===== src/rtl/phy_tx_link_sched.sv =====
// Link-state controller plus 2-requester round-robin scheduler feeding phy_TX.
// The TX path stays idle until the lane reports active, and it falls back to idle when active is lost.
module phy_tx_link_sched #(
  parameter int                    DATA_WIDTH  = 32,
  parameter int                    INIT_CYCLES = 4,
  parameter int                    ACTIVE_HOLD = 2,
  parameter int                    MAX_BURST   = 4,
  parameter logic [DATA_WIDTH-1:0] IDLE_WORD   = 32'hBCBCBCBC
) (
  input  logic                  clk_f,
  input  logic                  reset,
  input  logic                  active,
  input  logic                  valid_0,
  input  logic [DATA_WIDTH-1:0] data_0,
  output logic                  ready_0,
  input  logic                  valid_1,
  input  logic [DATA_WIDTH-1:0] data_1,
  output logic                  ready_1,
  output logic [DATA_WIDTH-1:0] data_out,
  output logic                  valid_out,
  output logic                  grant_id,
  output logic [1:0]            state
);
  localparam int IW = $clog2(INIT_CYCLES + 1);
  localparam int HW = $clog2(ACTIVE_HOLD + 1);
  localparam int BW = $clog2(MAX_BURST + 1);

  typedef enum logic [1:0] {S_INIT = 2'd0, S_WAIT = 2'd1, S_ACTIVE = 2'd2} state_t;

  state_t                st;
  logic [IW-1:0]         init_cnt;
  logic [HW-1:0]         hold_cnt;
  logic [BW-1:0]         burst_cnt;
  logic                  owner;
  logic                  sel;
  logic                  live;
  logic                  xfer;
  logic [DATA_WIDTH-1:0] data_sel;

  assign state = st;

  // The burst limit only matters under contention; a lone requester always wins.
  always_comb begin
    sel = owner;
    if (valid_0 && !valid_1)                 sel = 1'b0;
    else if (valid_1 && !valid_0)            sel = 1'b1;
    else if (burst_cnt >= BW'(MAX_BURST))    sel = ~owner;
  end

  // Reset gates ready so that no word is acknowledged on an edge that discards it.
  assign live     = (st == S_ACTIVE) && active && !reset;
  assign ready_0  = live && valid_0 && !sel;
  assign ready_1  = live && valid_1 && sel;
  assign xfer     = ready_0 || ready_1;
  assign data_sel = sel ? data_1 : data_0;

  always_ff @(posedge clk_f) begin
    if (reset) begin
      st        <= S_INIT;
      data_out  <= '0;
      valid_out <= 1'b0;
      grant_id  <= 1'b0;
      init_cnt  <= '0;
      hold_cnt  <= '0;
      owner     <= 1'b0;
      burst_cnt <= '0;
    end else begin
      case (st)
        S_INIT: begin
          data_out  <= '0;
          valid_out <= 1'b0;
          if (init_cnt == IW'(INIT_CYCLES - 1)) begin
            st       <= S_WAIT;
            init_cnt <= '0;
            hold_cnt <= '0;
            data_out <= IDLE_WORD;
          end else begin
            init_cnt <= init_cnt + 1'b1;
          end
        end
        S_WAIT: begin
          data_out  <= IDLE_WORD;
          valid_out <= 1'b0;
          if (!active) begin
            hold_cnt <= '0;
          end else if (hold_cnt == HW'(ACTIVE_HOLD - 1)) begin
            st       <= S_ACTIVE;
            hold_cnt <= '0;
          end else begin
            hold_cnt <= hold_cnt + 1'b1;
          end
        end
        S_ACTIVE: begin
          if (!active) begin
            st        <= S_WAIT;
            hold_cnt  <= '0;
            burst_cnt <= '0;
            data_out  <= IDLE_WORD;
            valid_out <= 1'b0;
          end else if (xfer) begin
            data_out  <= data_sel;
            valid_out <= 1'b1;
            grant_id  <= sel;
            if (sel == owner) begin
              if (burst_cnt != BW'(MAX_BURST)) burst_cnt <= burst_cnt + 1'b1;
            end else begin
              owner     <= sel;
              burst_cnt <= BW'(1);
            end
          end else begin
            data_out  <= IDLE_WORD;
            valid_out <= 1'b0;
          end
        end
        default: begin
          st        <= S_INIT;
          init_cnt  <= '0;
          data_out  <= '0;
          valid_out <= 1'b0;
        end
      endcase
    end
  end
endmodule


===== config.mk =====
export PLATFORM = sky130hd
export DESIGN_NAME = phy_tx_link_sched
export DESIGN_NICKNAME = d
export VERILOG_FILES = /design/src/rtl/phy_tx_link_sched.sv
export SDC_FILE = /design/constraint.sdc
export NUM_CORES = 1
export LEC_CHECK = 0
export BUFFER_PORTS_ARGS = -buffer_cell sky130_fd_sc_hd__buf_4
export CAP_MARGIN = 20
export CORE_ASPECT_RATIO = 0.7
export CORE_MARGIN = 2
export CORE_UTILIZATION = 49
export DETAILED_ROUTE_END_ITERATION = 10
export PLACE_DENSITY = 0.85
export RECOVER_POWER = 100
export SLEW_MARGIN = 30
export SYNTH_ARGS = -nofsm -noshare
export SYNTH_HDL_FRONTEND = slang
export SYNTH_SLANG_ARGS = --single-unit

===== constraint.sdc =====
create_clock -name clk_f -period 2.6 [get_ports clk_f]
set_input_delay 0.78 -clock clk_f [delete_from_list [all_inputs] [get_ports clk_f]]
set_output_delay 0.78 -clock clk_f [all_outputs]
set_load 0.05 [all_outputs]

Yosys cells after proc, flatten, opt, wreduce, memory -nomap -nowiden
Cells that the tools add are included.
- $add $sub $neg: 3
- magnitude comparators: 1
- equality and inequality tests: 12
- mux-type cells: 25
- bitwise gates (word level): 4
- reductions and logical operators: 22
- operator list (operator ; count):
    32-bit 2-to-1 mux ; 4
    32-bit one-hot mux with 3 select lines ; 1
    2-bit 2-to-1 mux ; 8
    3-bit 2-to-1 mux ; 5
    2-bit one-hot mux with 3 select lines ; 2
    3-bit AND reduction ; 3
    1-bit logical AND ; 8
    2-bit inequality test (second input constant) ; 4
    4-bit AND reduction ; 2
    3-bit by 1-bit adder with 3-bit output (second input constant) ; 2
    3-bit one-hot mux with 2 select lines ; 1
    2-bit by 1-bit equality test with 1-bit output (second input constant) ; 2
    1-bit logical NOT ; 4
    1-bit 2-to-1 mux ; 4
    1-bit NOT ; 4
    3-bit by 2-bit equality test with 1-bit output (second input constant) ; 1
    3-bit >= comparator (second input constant) ; 1
    3-bit by 2-bit inequality test with 1-bit output (second input constant) ; 1
    3-bit inequality test (second input constant) ; 1
    3-bit nonzero test ; 1
    3-bit OR reduction ; 1
    2-bit by 1-bit adder with 2-bit output (second input constant) ; 1
    2-bit equality test (second input constant) ; 1
    2-bit logical NOT ; 1
    4 further kinds ; 4
- flip-flop bits (word level): 45
- word-level logic and storage cells: 75

Logic depth before layout (Yosys ltp)
- depth in word-level cells: 10
- depth in mapped cells: 7
- depth with buffers taken out: 7

Least setup slack after synthesis
Ideal clock, no wire load.
- path kind: register -> output
- start: register st[1], in the netlist state[1]
- end: output ready_0
- data arrival time: 2.061 ns
- data required time: 1.820 ns
- path slack: -0.241 ns
- cell stages (with the launch flop): 5
- cells stage by stage: dfxtp_1 -> ha_1 -> and3b_2 -> nand2_1 -> a21oi_1
- word-level cells in the longest chain between the ends: 5
- RTL lines (element ; RTL line ; RTL):
    start, declared ; 30 ; state_t st;
    start signal, assigned ; 59 ; st <= S_INIT;
    start signal, assigned ; 73 ; st <= S_WAIT;
    start signal, assigned ; 87 ; st <= S_ACTIVE;
    2-bit equality test ; 51 ; assign live = (st == S_ACTIVE) && active && !reset;
    1-bit logical AND (2 in series) ; 51 ;
    1-bit logical AND (2 in series) ; 52 ; assign ready_0 = live && valid_0 && !sel;
    end, declared ; 15 ; output logic ready_0,
Every way passes these cells.

Final worst setup path
- start: register st[0], in the netlist state[0]
- end: output ready_0
Same word-level chain as after synthesis.

==> out/metrics.yaml <==
clocking:
  clk_latency_ns: 0.29
  cts_max_level: 2
  path_clk_slew_ns: 0.08
  cts-root-buf: "clkbuf_8"
  cts_buffer_depth: 2
  numClockSinks: 45
  cts_tree: "built"
  cts_buffers: 5
  post-cts-setup-buffers: 0
synthesis:
  async_flop_share_pct: 0
  ys_warn_count: 0
  syn-mean-instance-area_um2: 8.61
  synthCells: 249
  yosysUniqueCellTypes: 45
  ys.flop_type: "dfxtp_1"
  synth_edf_count: 0
  ys_seq_area_share_pct: 42.0
  synthesis.nets: 325
  syn_area_mm2: 0.00214
  ys_ff_latch: 45
routing:
  drt_iter0_drc: 75
  ant_nets: 0
  totalWireLength_mm: 5.48
  viasPerCell: 4.92
  num_vias: 1997
  wl_per_cell_um: 13.5
  first_pass_iters: 4
  drcViolationCount: 0
finish:
  final_nets: 426
  layout-drive-gt1-share_pct: 28.8
  syn2layout_area_growth_pct: 33.0
  fillerInstances: 401
  postLayoutCellArea_mm2: 0.00285
  diodes: 0
  final_cells: 406
power_and_ir_drop:
  cellPowerDensity_mw_per_mm2: 700
  ir_drop_mv: 0.408
  p_int_w: 0.00128
  p_sw_w: 0.000714
  p_comb_share_pct: 32.4
  switching_share_pct: 35.8
  seqPwrFrac_pct: 40.4
  p_leak_nw: 1.26
  clkPwrFrac_pct: 27.2
global_routing:
  track_usage_pct: 22.1
  grt_pass1_wl_mm: 8.69
  grt_overflow: 0
  grt_pass1_vias: 1802
  antenna_found_initial: 0
  grt_max_degree: 33
place:
  dp_hpwl_mm: 4.03
  place_area_mm2: 0.00291
  dp_cells: 398
  place_ws_ns: 0.244
  globalplace.congestion: 0.880
  port_buffers: 106
setup_path:
  cp.required_ns: 1.82
  crit_type: "reg -> out"
  cp_slowest_cell: "dfxtp_1"
  crit_fanout: 7
  reg2reg_to: "data_out[23]"
  ff2ff_setup_slack_ns: 0.29
  end_kind: "primary output"
  critPathArrivalTime_ns: 1.67
  worstPathCellList: "inv_1 > ha_2 > and3b_2 > nand2_1 > a21oi_2 > clkbuf_4"
  start_kind: "flop"
  r2r_cells: 5
  reg2reg_from: "burst_cnt[2]"
  cpPeakStageDelay_ns: 0.36
sta:
  slew_headroom_pct: 26.4
  fin_skew_ns: 0.00487
  fmax_ghz: 0.409
  rsz0062_at_grt: "false"
  hold_ws_ns: 0.483
  setup_viol: 0
  hold_violations: 0
  fin_ws_ns: 0.154
  worst_pin_slew_ns: 1.10
  drv_slew: 0
  fin_crit_sh_pct: 94.1
  finalSetupTns_ns: 0
  min_period_ns: 2.45
floorplanning:
  die_height_um: 59.3
  die_area_mm2: 0.00493
  ios: 107
  row_count: 20
  die_w_um: 83.1
  core_area_mm2: 0.00428
  start_util_pct: 50.1
run_status:
  status: "complete, no violations"
hold_path:
  hold_path_class: "reg -> reg"
  min_path_cells: 2
  min-delay-start: "hold_cnt[1]"
  holdPathEnd: "hold_cnt[1]"
run:
  cap_violations: 0
## metal layers
layer	vias to the layer above	GRT usage [%]	routed length, µm	part of all wire (%)
li1	1034	-	-	-
met1	888	29.0	2530	46
met2	65	35.3	2530	46
met3	10	7.24	323	5.9
met4	0	6.56	100	1.8
met5	-	0	0	0
## worst max path at each step
stage,start,end,slack [ns],depth (start not counted)
2_1_floorplan,state[1],ready_0,0.06,4
3_3_place_gp,reset,ready_0,0.25,5
3_5_place_dp,reset,ready_0,0.24,5
4_1_cts,state[0],ready_0,0.1,6
5_1_grt,state[0],ready_0,0.02,6
6_report,state[0],ready_0,0.15,6
## stage by stage
step / util [%] / power (W)
after floorplan: - / 0.00130
after global placement: 68.0 / 0.00152
after detailed placement: 68.0 / 0.00153
after CTS: 70.8 / 0.00208
after global routing: 66.6 / 0.00210
final: 66.6 / 0.00200
## cell usage after synthesis, drive strengths merged, types with 2 or more instances
master	n	area share, %
o21ai	7	2.3
dfxtp	45	42
buf	14	5.9
nor3b	2	0.70
nand3	3	0.70
inv	11	2.0
nand2	72	13
nand4	2	0.58
ha	7	4.1
nand2b	4	1.2
a31oi	21	6.1
nor3	2	0.47
a21oi	20	6.4
maj3	2	1.1
clkbuf	3	0.53
mux2i	3	1.6
nor2	14	2.8
## cell usage in the layout, fill, tap and decap left out, types with 3 or more instances in the layout
| cell type | instances |
|---|---|
| clkbuf_1 | 39 |
| clkbuf_8 | 6 |
| a21oi_2 | 10 |
| a21oi_1 | 10 |
| nor2_1 | 13 |
| a31oi_1 | 21 |
| buf_4 | 71 |
| mux2i_1 | 3 |
| nand3_1 | 3 |
| inv_1 | 9 |
| ha_1 | 6 |
| nand2b_1 | 4 |
| nand2_1 | 71 |
| o21ai_0 | 5 |
| dfxtp_1 | 45 |
## timing repair
action / in CTS / in global routing
hold buffers: 0 / 0
gates resized for setup: 0 / 1
setup endpoints to repair: 0 / 1
## flip-flops by register name, indices dropped and copies added (netlist names)
name and flops:
hold_cnt 2, valid_out 1, state 2, grant_id 1
data_out 32, owner 1, init_cnt 3, burst_cnt 3
## power by group through the flow
stage / Sequential (W) / Clock (W) / Combinational, W
floorplan: 0.00107 / 0 / 0.000230
global placement: 0.000820 / 0 / 0.000699
detailed placement: 0.000825 / 0 / 0.000709
CTS: 0.000809 / 0.000558 / 0.000712
global route: 0.000818 / 0.000583 / 0.000697
finish: 0.000807 / 0.000543 / 0.000646
## area by class of cell
cell class	instances	area, µm²	share of cell area (%)
tap	55	68.8	2.41
multi-input combinational	176	1030	36.2
inverter	11	43.8	1.54
timing repair buffer	111	688	24.1
sequential	45	901	31.6
clock buffer	7	86.3	3.03
clock inverter	1	30.0	1.05
## logic make-up after synthesis
| logic type | count (synthesis) | share of synthesized area [%] |
|---|---|---|
| buffers and inverters | 28 | 8.46 |
| adders and majority gates | 9 | 5.14 |
| muxes | 3 | 1.58 |
| AOI/OAI and AO/OA | 56 | 19.3 |
| xor gates and xnor gates | 1 | 1.28 |
| DFF | 45 | 42.0 |
| and+or+nand+nor | 107 | 22.2 |
## worst max-delay path: cells and delay by family (launching register included)
family                   cells  cell delay (ns)
adder cells (fa/ha/maj)      1             0.24
AND/OR/NAND/NOR              2             0.34
flip-flops                   1             0.36
AO/OA/AOI/OAI                1             0.10
buffers and inverters        2             0.33
Note: power is estimated with default switching activity, not from simulation.
